`src/rtl/car_pkg.sv`:
```
// -----------------------------------------------------------------------------
// car_pkg
// Types shared by the car state collector and its per-channel storage.
//   pos_t              : signed node/centre-of-mass coordinate
//   collector_state_e  : frame collection sequencer states
// POS_W must equal the POSITION_SIZE parameter used for the collector.
// -----------------------------------------------------------------------------
package car_pkg;

  localparam int POS_W = 17;

  typedef logic signed [POS_W-1:0] pos_t;

  typedef enum logic [1:0] {
    IDLE    = 2'd0,
    COLLECT = 2'd1,
    COMMIT  = 2'd2
  } collector_state_e;

endpackage

```
`src/rtl/collector_channel.sv`:
```
// -----------------------------------------------------------------------------
// collector_channel
// One node stream of the car state collector: a saturating write counter,
// the node storage and overflow detection.
//
// Ports
//   clk_in, rst_in   : clock, synchronous active-low reset
//   clear_i          : new frame, counter returns to zero
//   wr_en_i          : collector is accepting samples this cycle
//   valid_i, x_i, y_i: streamed node
//   num_nodes_i      : expected node count for this frame (1..MAX_NODES)
//   wr_bank_i        : bank currently being written (double-buffer build only)
//   snap_x_o/snap_y_o: node storage as seen by the snapshot outputs
//   complete_o       : counter has reached num_nodes_i
//   overflow_o       : a sample arrived after the channel was already full
//
// Build option: COLLECTOR_DOUBLE_BUFFER_EN selects two banks (write bank and
// published bank); without it a single bank is written and published.
// MAX_NODES must be at least 2.
// -----------------------------------------------------------------------------
module collector_channel
  import car_pkg::*;
#(
  parameter int MAX_NODES     = 4,
  parameter int POSITION_SIZE = 17,
  parameter int CNT_W         = $clog2(MAX_NODES) + 1
) (
  input  logic                            clk_in,
  input  logic                            rst_in,
  input  logic                            clear_i,
  input  logic                            wr_en_i,
  input  logic                            valid_i,
  input  logic signed [POSITION_SIZE-1:0] x_i,
  input  logic signed [POSITION_SIZE-1:0] y_i,
  input  logic [CNT_W-1:0]                num_nodes_i,
`ifdef COLLECTOR_DOUBLE_BUFFER_EN
  input  logic                            wr_bank_i,
`endif
  output logic signed [POSITION_SIZE-1:0] snap_x_o [MAX_NODES],
  output logic signed [POSITION_SIZE-1:0] snap_y_o [MAX_NODES],
  output logic                            complete_o,
  output logic                            overflow_o
);

  localparam int               IDX_W   = $clog2(MAX_NODES);
  localparam logic [CNT_W-1:0] MAX_CNT = CNT_W'(MAX_NODES);

  logic [CNT_W-1:0] cnt_q;
  logic [IDX_W-1:0] wr_idx_s;
  logic             accept_s;
  logic             overflow_s;

  assign wr_idx_s = cnt_q[IDX_W-1:0];

  // Accept a sample only while below the expected count (and storage depth).
  always_comb begin
    accept_s   = 1'b0;
    overflow_s = 1'b0;
    if (wr_en_i && valid_i) begin
      if ((cnt_q < num_nodes_i) && (cnt_q < MAX_CNT)) begin
        accept_s = 1'b1;
      end else begin
        overflow_s = 1'b1;
      end
    end else begin
      accept_s   = 1'b0;
      overflow_s = 1'b0;
    end
  end

  // Write counter: cleared per frame, saturates instead of wrapping.
  always_ff @(posedge clk_in) begin
    if (!rst_in) begin
      cnt_q <= {CNT_W{1'b0}};
    end else if (clear_i) begin
      cnt_q <= {CNT_W{1'b0}};
    end else if (accept_s) begin
      cnt_q <= cnt_q + {{(CNT_W-1){1'b0}}, 1'b1};
    end else begin
      cnt_q <= cnt_q;
    end
  end

`ifdef COLLECTOR_DOUBLE_BUFFER_EN
  logic signed [POSITION_SIZE-1:0] bank_x_q [2][MAX_NODES];
  logic signed [POSITION_SIZE-1:0] bank_y_q [2][MAX_NODES];
  logic                            rd_bank_s;

  assign rd_bank_s = ~wr_bank_i;

  // Node storage, two banks; accepted samples land in the write bank.
  always_ff @(posedge clk_in) begin
    if (!rst_in) begin
      for (int b = 0; b < 2; b++) begin
        for (int n = 0; n < MAX_NODES; n++) begin
          bank_x_q[b][n] <= {POSITION_SIZE{1'b0}};
          bank_y_q[b][n] <= {POSITION_SIZE{1'b0}};
        end
      end
    end else if (accept_s) begin
      bank_x_q[wr_bank_i][wr_idx_s] <= x_i;
      bank_y_q[wr_bank_i][wr_idx_s] <= y_i;
    end
  end

  // Snapshot view is always the bank not being written.
  always_comb begin
    for (int n = 0; n < MAX_NODES; n++) begin
      snap_x_o[n] = bank_x_q[rd_bank_s][n];
      snap_y_o[n] = bank_y_q[rd_bank_s][n];
    end
  end
`else
  logic signed [POSITION_SIZE-1:0] bank_x_q [MAX_NODES];
  logic signed [POSITION_SIZE-1:0] bank_y_q [MAX_NODES];

  // Node storage, single bank; accepted samples are visible next cycle.
  always_ff @(posedge clk_in) begin
    if (!rst_in) begin
      for (int n = 0; n < MAX_NODES; n++) begin
        bank_x_q[n] <= {POSITION_SIZE{1'b0}};
        bank_y_q[n] <= {POSITION_SIZE{1'b0}};
      end
    end else if (accept_s) begin
      bank_x_q[wr_idx_s] <= x_i;
      bank_y_q[wr_idx_s] <= y_i;
    end
  end

  // Snapshot view is the single bank itself.
  always_comb begin
    for (int n = 0; n < MAX_NODES; n++) begin
      snap_x_o[n] = bank_x_q[n];
      snap_y_o[n] = bank_y_q[n];
    end
  end
`endif

  assign complete_o = (cnt_q == num_nodes_i);
  assign overflow_o = overflow_s;

endmodule

```
`src/rtl/car_state_collector.sv`:
```
// -----------------------------------------------------------------------------
// car_state_collector
// Collects streamed node positions (left wheel, right wheel, body) and the
// centre of mass for one physics frame and publishes them as a coherent
// snapshot once every channel delivered its expected node count.
//
// Ports
//   clk_in, rst_in         : clock, synchronous active-low reset
//   frame_start            : open a new frame (clears counters), wins over all_done
//   ch_valid/ch_x/ch_y     : per-channel node stream
//   ch_num_nodes           : expected nodes per channel (1..MAX_NODES)
//   com_valid/com_x/com_y  : centre-of-mass update, last one in a frame wins
//   all_done               : physics engine finished the frame
//   snap_x/snap_y          : published node positions
//   snap_com_x/snap_com_y  : published centre of mass
//   snap_valid             : one-cycle pulse after a successful commit
//   overflow_err           : sticky, a sample arrived for a full channel
//   incomplete_err         : sticky, a frame ended with missing nodes
//
// Build option COLLECTOR_DOUBLE_BUFFER_EN: two banks swapped at commit, so the
// snapshot never changes while a frame is being collected. Without it a
// single bank is written and drives the snapshot directly.
// -----------------------------------------------------------------------------
module car_state_collector
  import car_pkg::*;
#(
  parameter int NUM_CHANNELS  = 3,
  parameter int MAX_NODES     = 4,
  parameter int POSITION_SIZE = 17
) (
  input  logic                            clk_in,
  input  logic                            rst_in,
  input  logic                            frame_start,
  input  logic                            ch_valid     [NUM_CHANNELS],
  input  logic signed [POSITION_SIZE-1:0] ch_x         [NUM_CHANNELS],
  input  logic signed [POSITION_SIZE-1:0] ch_y         [NUM_CHANNELS],
  input  logic [$clog2(MAX_NODES):0]      ch_num_nodes [NUM_CHANNELS],
  input  logic                            com_valid,
  input  logic signed [POSITION_SIZE-1:0] com_x,
  input  logic signed [POSITION_SIZE-1:0] com_y,
  input  logic                            all_done,
  output logic signed [POSITION_SIZE-1:0] snap_x       [NUM_CHANNELS][MAX_NODES],
  output logic signed [POSITION_SIZE-1:0] snap_y       [NUM_CHANNELS][MAX_NODES],
  output logic signed [POSITION_SIZE-1:0] snap_com_x,
  output logic signed [POSITION_SIZE-1:0] snap_com_y,
  output logic                            snap_valid,
  output logic                            overflow_err,
  output logic                            incomplete_err
);

  collector_state_e state_q, state_d;

  logic                    clear_s;
  logic                    wr_en_s;
  logic                    commit_s;
  logic [NUM_CHANNELS-1:0] complete_s;
  logic [NUM_CHANNELS-1:0] ovf_s;
  logic                    all_complete_s;

  logic snap_valid_q;
  logic overflow_q;
  logic incomplete_q;

  assign all_complete_s = &complete_s;

  // Frame sequencer next state; frame_start outranks all_done.
  always_comb begin
    state_d  = state_q;
    clear_s  = 1'b0;
    wr_en_s  = 1'b0;
    commit_s = 1'b0;
    case (state_q)
      IDLE: begin
        if (frame_start) begin
          state_d = COLLECT;
          clear_s = 1'b1;
        end else begin
          state_d = IDLE;
        end
      end
      COLLECT: begin
        if (frame_start) begin
          // Pending frame is dropped silently; samples this cycle belong to it.
          state_d = COLLECT;
          clear_s = 1'b1;
        end else begin
          // Samples arriving alongside all_done are still part of this frame.
          wr_en_s = 1'b1;
          if (all_done) begin
            state_d = COMMIT;
          end else begin
            state_d = COLLECT;
          end
        end
      end
      COMMIT: begin
        commit_s = 1'b1;
        state_d  = IDLE;
      end
      default: begin
        state_d = IDLE;
      end
    endcase
  end

  // Frame sequencer state register.
  always_ff @(posedge clk_in) begin
    if (!rst_in) begin
      state_q <= IDLE;
    end else begin
      state_q <= state_d;
    end
  end

  // Publish pulse and sticky error flags.
  always_ff @(posedge clk_in) begin
    if (!rst_in) begin
      snap_valid_q <= 1'b0;
      overflow_q   <= 1'b0;
      incomplete_q <= 1'b0;
    end else begin
      snap_valid_q <= commit_s & all_complete_s;
      overflow_q   <= overflow_q | (|ovf_s);
      incomplete_q <= incomplete_q | (commit_s & ~all_complete_s);
    end
  end

`ifdef COLLECTOR_DOUBLE_BUFFER_EN
  pos_t com_x_q [2];
  pos_t com_y_q [2];
  logic wr_bank_q;
  logic com_seen_q;

  // Centre-of-mass banks and bank select; swap only on a complete frame.
  always_ff @(posedge clk_in) begin
    if (!rst_in) begin
      com_x_q[0] <= {POS_W{1'b0}};
      com_x_q[1] <= {POS_W{1'b0}};
      com_y_q[0] <= {POS_W{1'b0}};
      com_y_q[1] <= {POS_W{1'b0}};
      wr_bank_q  <= 1'b0;
      com_seen_q <= 1'b0;
    end else if (clear_s) begin
      com_seen_q <= 1'b0;
    end else if (wr_en_s && com_valid) begin
      com_x_q[wr_bank_q] <= com_x;
      com_y_q[wr_bank_q] <= com_y;
      com_seen_q         <= 1'b1;
    end else if (commit_s && all_complete_s) begin
      wr_bank_q <= ~wr_bank_q;
      // No update this frame: carry the published value forward rather than
      // exposing the stale one left in the write bank from two frames ago.
      if (!com_seen_q) begin
        com_x_q[wr_bank_q] <= com_x_q[~wr_bank_q];
        com_y_q[wr_bank_q] <= com_y_q[~wr_bank_q];
      end
    end
  end

  assign snap_com_x = com_x_q[~wr_bank_q];
  assign snap_com_y = com_y_q[~wr_bank_q];
`else
  pos_t com_x_q;
  pos_t com_y_q;

  // Centre-of-mass register; last update of the frame wins.
  always_ff @(posedge clk_in) begin
    if (!rst_in) begin
      com_x_q <= {POS_W{1'b0}};
      com_y_q <= {POS_W{1'b0}};
    end else if (wr_en_s && com_valid) begin
      com_x_q <= com_x;
      com_y_q <= com_y;
    end
  end

  assign snap_com_x = com_x_q;
  assign snap_com_y = com_y_q;
`endif

  for (genvar g = 0; g < NUM_CHANNELS; g++) begin : g_ch
    collector_channel #(
      .MAX_NODES     (MAX_NODES),
      .POSITION_SIZE (POSITION_SIZE)
    ) u_channel (
      .clk_in      (clk_in),
      .rst_in      (rst_in),
      .clear_i     (clear_s),
      .wr_en_i     (wr_en_s),
      .valid_i     (ch_valid[g]),
      .x_i         (ch_x[g]),
      .y_i         (ch_y[g]),
      .num_nodes_i (ch_num_nodes[g]),
`ifdef COLLECTOR_DOUBLE_BUFFER_EN
      .wr_bank_i   (wr_bank_q),
`endif
      .snap_x_o    (snap_x[g]),
      .snap_y_o    (snap_y[g]),
      .complete_o  (complete_s[g]),
      .overflow_o  (ovf_s[g])
    );
  end

  assign snap_valid     = snap_valid_q;
  assign overflow_err   = overflow_q;
  assign incomplete_err = incomplete_q;

endmodule

```
`config.mk`:
```
export PLATFORM = sky130hd
export DESIGN_NAME = car_state_collector
export DESIGN_NICKNAME = d
export VERILOG_FILES = /design/src/rtl/car_pkg.sv /design/src/rtl/collector_channel.sv /design/src/rtl/car_state_collector.sv
export SDC_FILE = /design/constraint.sdc
export NUM_CORES = 1
export LEC_CHECK = 0
export ABC_AREA = 1
export BUFFER_PORTS_ARGS = -buffer_cell sky130_fd_sc_hd__buf_4
export CORE_AREA = 2 2 235 237
export DETAILED_ROUTE_END_ITERATION = 12
export DIE_AREA = 0 0 237 239
export PLACE_DENSITY = 0.57
export SLEW_MARGIN = 20
export SYNTH_ARGS = -nofsm -noshare
export SYNTH_HDL_FRONTEND = slang
export SYNTH_SLANG_ARGS = --single-unit
```
`constraint.sdc`:
```
create_clock -name clk_in -period 5 [get_ports clk_in]
set_clock_uncertainty 0.15 [all_clocks]
set_input_delay 1 -clock clk_in [delete_from_list [all_inputs] [get_ports clk_in]]
set_output_delay 1 -clock clk_in [all_outputs]
set_load 0.005 [all_outputs]
```
==> impl_metrics.py <==
metrics = {
    "outcome": {
        "status": "finished clean",
    },
    "sta": {
        "timing.final.max_slew_violations": 0,
        "rsz0062_at_grt": "false",
        "fin_crit_sh": 0.620,
        "final_hold_viol_count": 0,
        "fin_setup_tns_ns": 0,
        "worst_slew_margin_rel": 0.343,
        "worst_pin_slew_ns": 0.980,
        "hold-worst-slack_ns": 0.318,
        "max_clock_freq_mhz": 323,
        "finalWorstPathRequiredPeriod_ns": 3.10,
        "timing.final.ws_setup_ns": 1.90,
        "setup_violations": 0,
    },
    "placement": {
        "place.gp.congestion": 0.809,
        "hpwl_um": 37800,
        "dpl.cell_count": 2529,
        "detailedPlace.worstSlack_ns": 1.29,
        "portBuffers": 597,
    },
    "cts": {
        "cts-buffers-inserted": 49,
        "clock_insertion_delay_worst_skew_ns": 0.58,
        "cts_tree": "done",
        "cts.htree.levels": 2,
        "tritoncts_num_sinks": 456,
        "clkSlewWorstSetupHoldPaths_ns": 0.06,
        "cts-resized-gates": 0,
        "cts_hold_repair.buffers": 0,
        "cts_setup_buffers": 0,
        "clockBufferDepth": 3,
        "clock_tree_root": "clkbuf_16",
    },
    "routing": {
        "detail_route.wirelength_um": 52100,
        "route.detailed.drc": 0,
        "wl_per_cell_um": 19.9,
        "vias_after_detailed_routing": 11747,
        "first_iter_violations": 593,
        "route.detailed.vias_per_inst": 4.48,
        "drt-pass1-iter-count": 4,
        "drtAntennaViolNets": 0,
    },
    "critical_path": {
        "critical_path_arrival_ns": 3.16,
        "cp-start-kind": "input port",
        "cpMaxStageDelayCell": "nand4_4",
        "timing.critical_path.required_ns": 5.06,
        "cp_slowest_stage_delay_ns": 0.49,
        "cp_max_fo": 35,
        "worst-setup-path-type": "input port to flip-flop",
        "path_cells": "buf_4 > inv_1 > ha_1 > nand3_1 > nand3_1 > nor2_8 > nand4_4 > nand2_1 > buf_4",
        "crit_family": "simple AND/OR/NAND/NOR gates",
        "critPathCaptureType": "flip-flop",
        "worst-path-buf-inv": 3,
    },
    "global_route": {
        "grt_antenna_before_repair": 4,
        "global_route.usage.total": 0.178,
        "maximum_number_of_pins_on_one_net_before_global_route_repair": 69,
        "first_global_vias": 11836,
        "first_pass_grt_wire_length_um": 75500,
        "overflow": 0,
    },
    "power": {
        "power_frac_comb": 0.071,
        "seqPwrFrac": 0.516,
        "powerDensity_nw_per_um2": 354,
        "internal_power_mw": 6.52,
        "ir_worst_vdd_v": 0.000246,
        "clkPwrFrac": 0.413,
        "leakagePower_nw": 10.3,
        "switching_power_summed_over_all_nets_mw": 1.88,
        "p_sw_frac": 0.224,
    },
    "synth": {
        "synthDistinctLibCells": 26,
        "synth_top_flop_cell": "edfxtp_1",
        "netlist_area_um2": 17000,
        "synth_warnings": 0,
        "synthesis.area_per_instance_um2": 13.4,
        "synthTopCellsByArea": "edfxtp_1 72%, nor2_1 9.0%, dfxtp_1 5.7%, inv_1 2.9%, nor3_1 2.1%",
        "synth.yosys.seq_area_share": 0.778,
        "netlist.area_leader.share": 0.721,
        "count_of_flip_flops_with_a_built_in_enable_after_synthesis": 408,
        "synthesis.nets": 1432,
        "netlist_instances": 1267,
        "flops_latches_synth": 456,
        "synth.largest_area_cell": "edfxtp_1",
        "synth-async-reset-ratio": 0,
    },
    "floorplan": {
        "die_width_um": 237,
        "placeableCoreArea_um2": 54300,
        "dieArea_um2": 56600,
        "boundaryPins": 598,
        "rows": 86,
        "initial_core_util": 0.313,
        "chipHeight_um": 239,
    },
    "worst_hold_path": {
        "min-delay-path-class": "flip-flop to flip-flop",
    },
    "layout": {
        "num-nets-final": 2041,
        "area_delta_synth_final_pct": 39.8,
        "final-instance-count-excl-fill": 2622,
        "post_layout_util": 0.437,
        "fillCellCount": 5076,
        "post_route_cells_drive_above_1_share": 0.382,
    },
    "job": {
        "max_cap_violations": 0,
    },
}
## placed cells by master (no fill, tap or decap), types with 14 or more instances in the layout
master	netlist	routed
clkinv_2	0	14
nand2_1	38	35
dfxtp_1	48	48
clkbuf_16	0	49
nor3_1	70	70
edfxtp_1	408	408
o21ai_0	42	37
inv_1	129	129
buf_4	2	615
nor2_1	407	407
## power by group through the flow
stage               Combinational (mW)  Sequential (mW)  Clock (mW)
finish                           0.600             4.33        3.47
global route                     0.647             4.34        3.70
CTS                              0.614             4.33        3.55
detailed placement               0.613             4.41           0
global placement                 0.605             4.41           0
floorplan                        0.169             4.42           0
## registers in the layout (all words and copies together), names as in the netlist
name                     flops
snap_com_x                  17
overflow_err                 1
g_ch.u_channel.bank_x_q    204
g_ch.u_channel.cnt_q         9
snap_valid                   1
state_q                      2
g_ch.u_channel.bank_y_q    204
snap_com_y                  17
incomplete_err               1
## stage by stage
stage | power (mW) | area, um^2
2_1_floorplan | 4.59 | 17000
3_3_place_gp | 5.02 | 22200
3_5_place_dp | 5.03 | 22200
4_1_cts | 8.50 | 23700
5_1_grt | 8.69 | 23700
6_report | 8.40 | 23700
## layer usage
layer	GRT usage	vias to the layer above	wire, um
met2	0.304	425	26000
met1	0.208	5740	19900
met4	0.0587	4	1500
met3	0.0630	93	4630
li1	-	5485	-
met5	0	-	22
## cells in the mapped netlist, types with 6 or more instances
library cell    n
inv_1         129
o21ai_0        42
a21oi_1         6
nand2_1        38
nor2_2         10
nor2_4         10
clkbuf_1       17
edfxtp_1      408
nor3_1         70
nand3_1         9
dfxtp_1        48
nor2_1        407
ha_1           12
buf_2          27
nand4_4         7
buf_6          10
## worst min-delay path: stages, from the launching register on
cell and delay, ns:
dfxtp_1 0.32, nand2_1 0.06, nand2_1 0.04
## cell type report
class	instances	area (um^2)	area share
Timing Repair Buffer	615	4620	0.194
Clock inverter	32	253	0.0106
Multi-Input combinational cell	623	3010	0.127
Sequential cell	456	13200	0.557
Inverter	131	492	0.0207
Tap cell	704	881	0.0371
Antenna cell	2	5.00	0.000211
Clock buffer	59	1260	0.0532
## worst paths after layout
path | startpoint | endpoint | cells past startpoint | slack, ns
worst max-delay path | ch_num_nodes[2] | g_ch[2].u_channel.bank_x_q[0][7]$_SDFFCE_PN0P_ | 9 | 1.90
worst min-delay path | incomplete_err$_SDFF_PN0_ | incomplete_err$_SDFF_PN0_ | 2 | 0.32
worst max register to register | g_ch[2].u_channel.cnt_q[1]$_SDFFE_PP0P_ | g_ch[2].u_channel.bank_x_q[0][7]$_SDFFCE_PN0P_ | 7 | 2.01
worst min register to register | incomplete_err$_SDFF_PN0_ | incomplete_err$_SDFF_PN0_ | 2 | 0.32
## cells by family after synthesis
family | count (synthesis) | synth area share
adder cells (fa/ha/maj) | 12 | 0.00884
buffers and inverters | 188 | 0.0484
flip-flops | 456 | 0.778
AND/OR/NAND/NOR | 563 | 0.151
AO/OA/AOI/OAI | 48 | 0.0141
(Power assumes the default switching activity.)
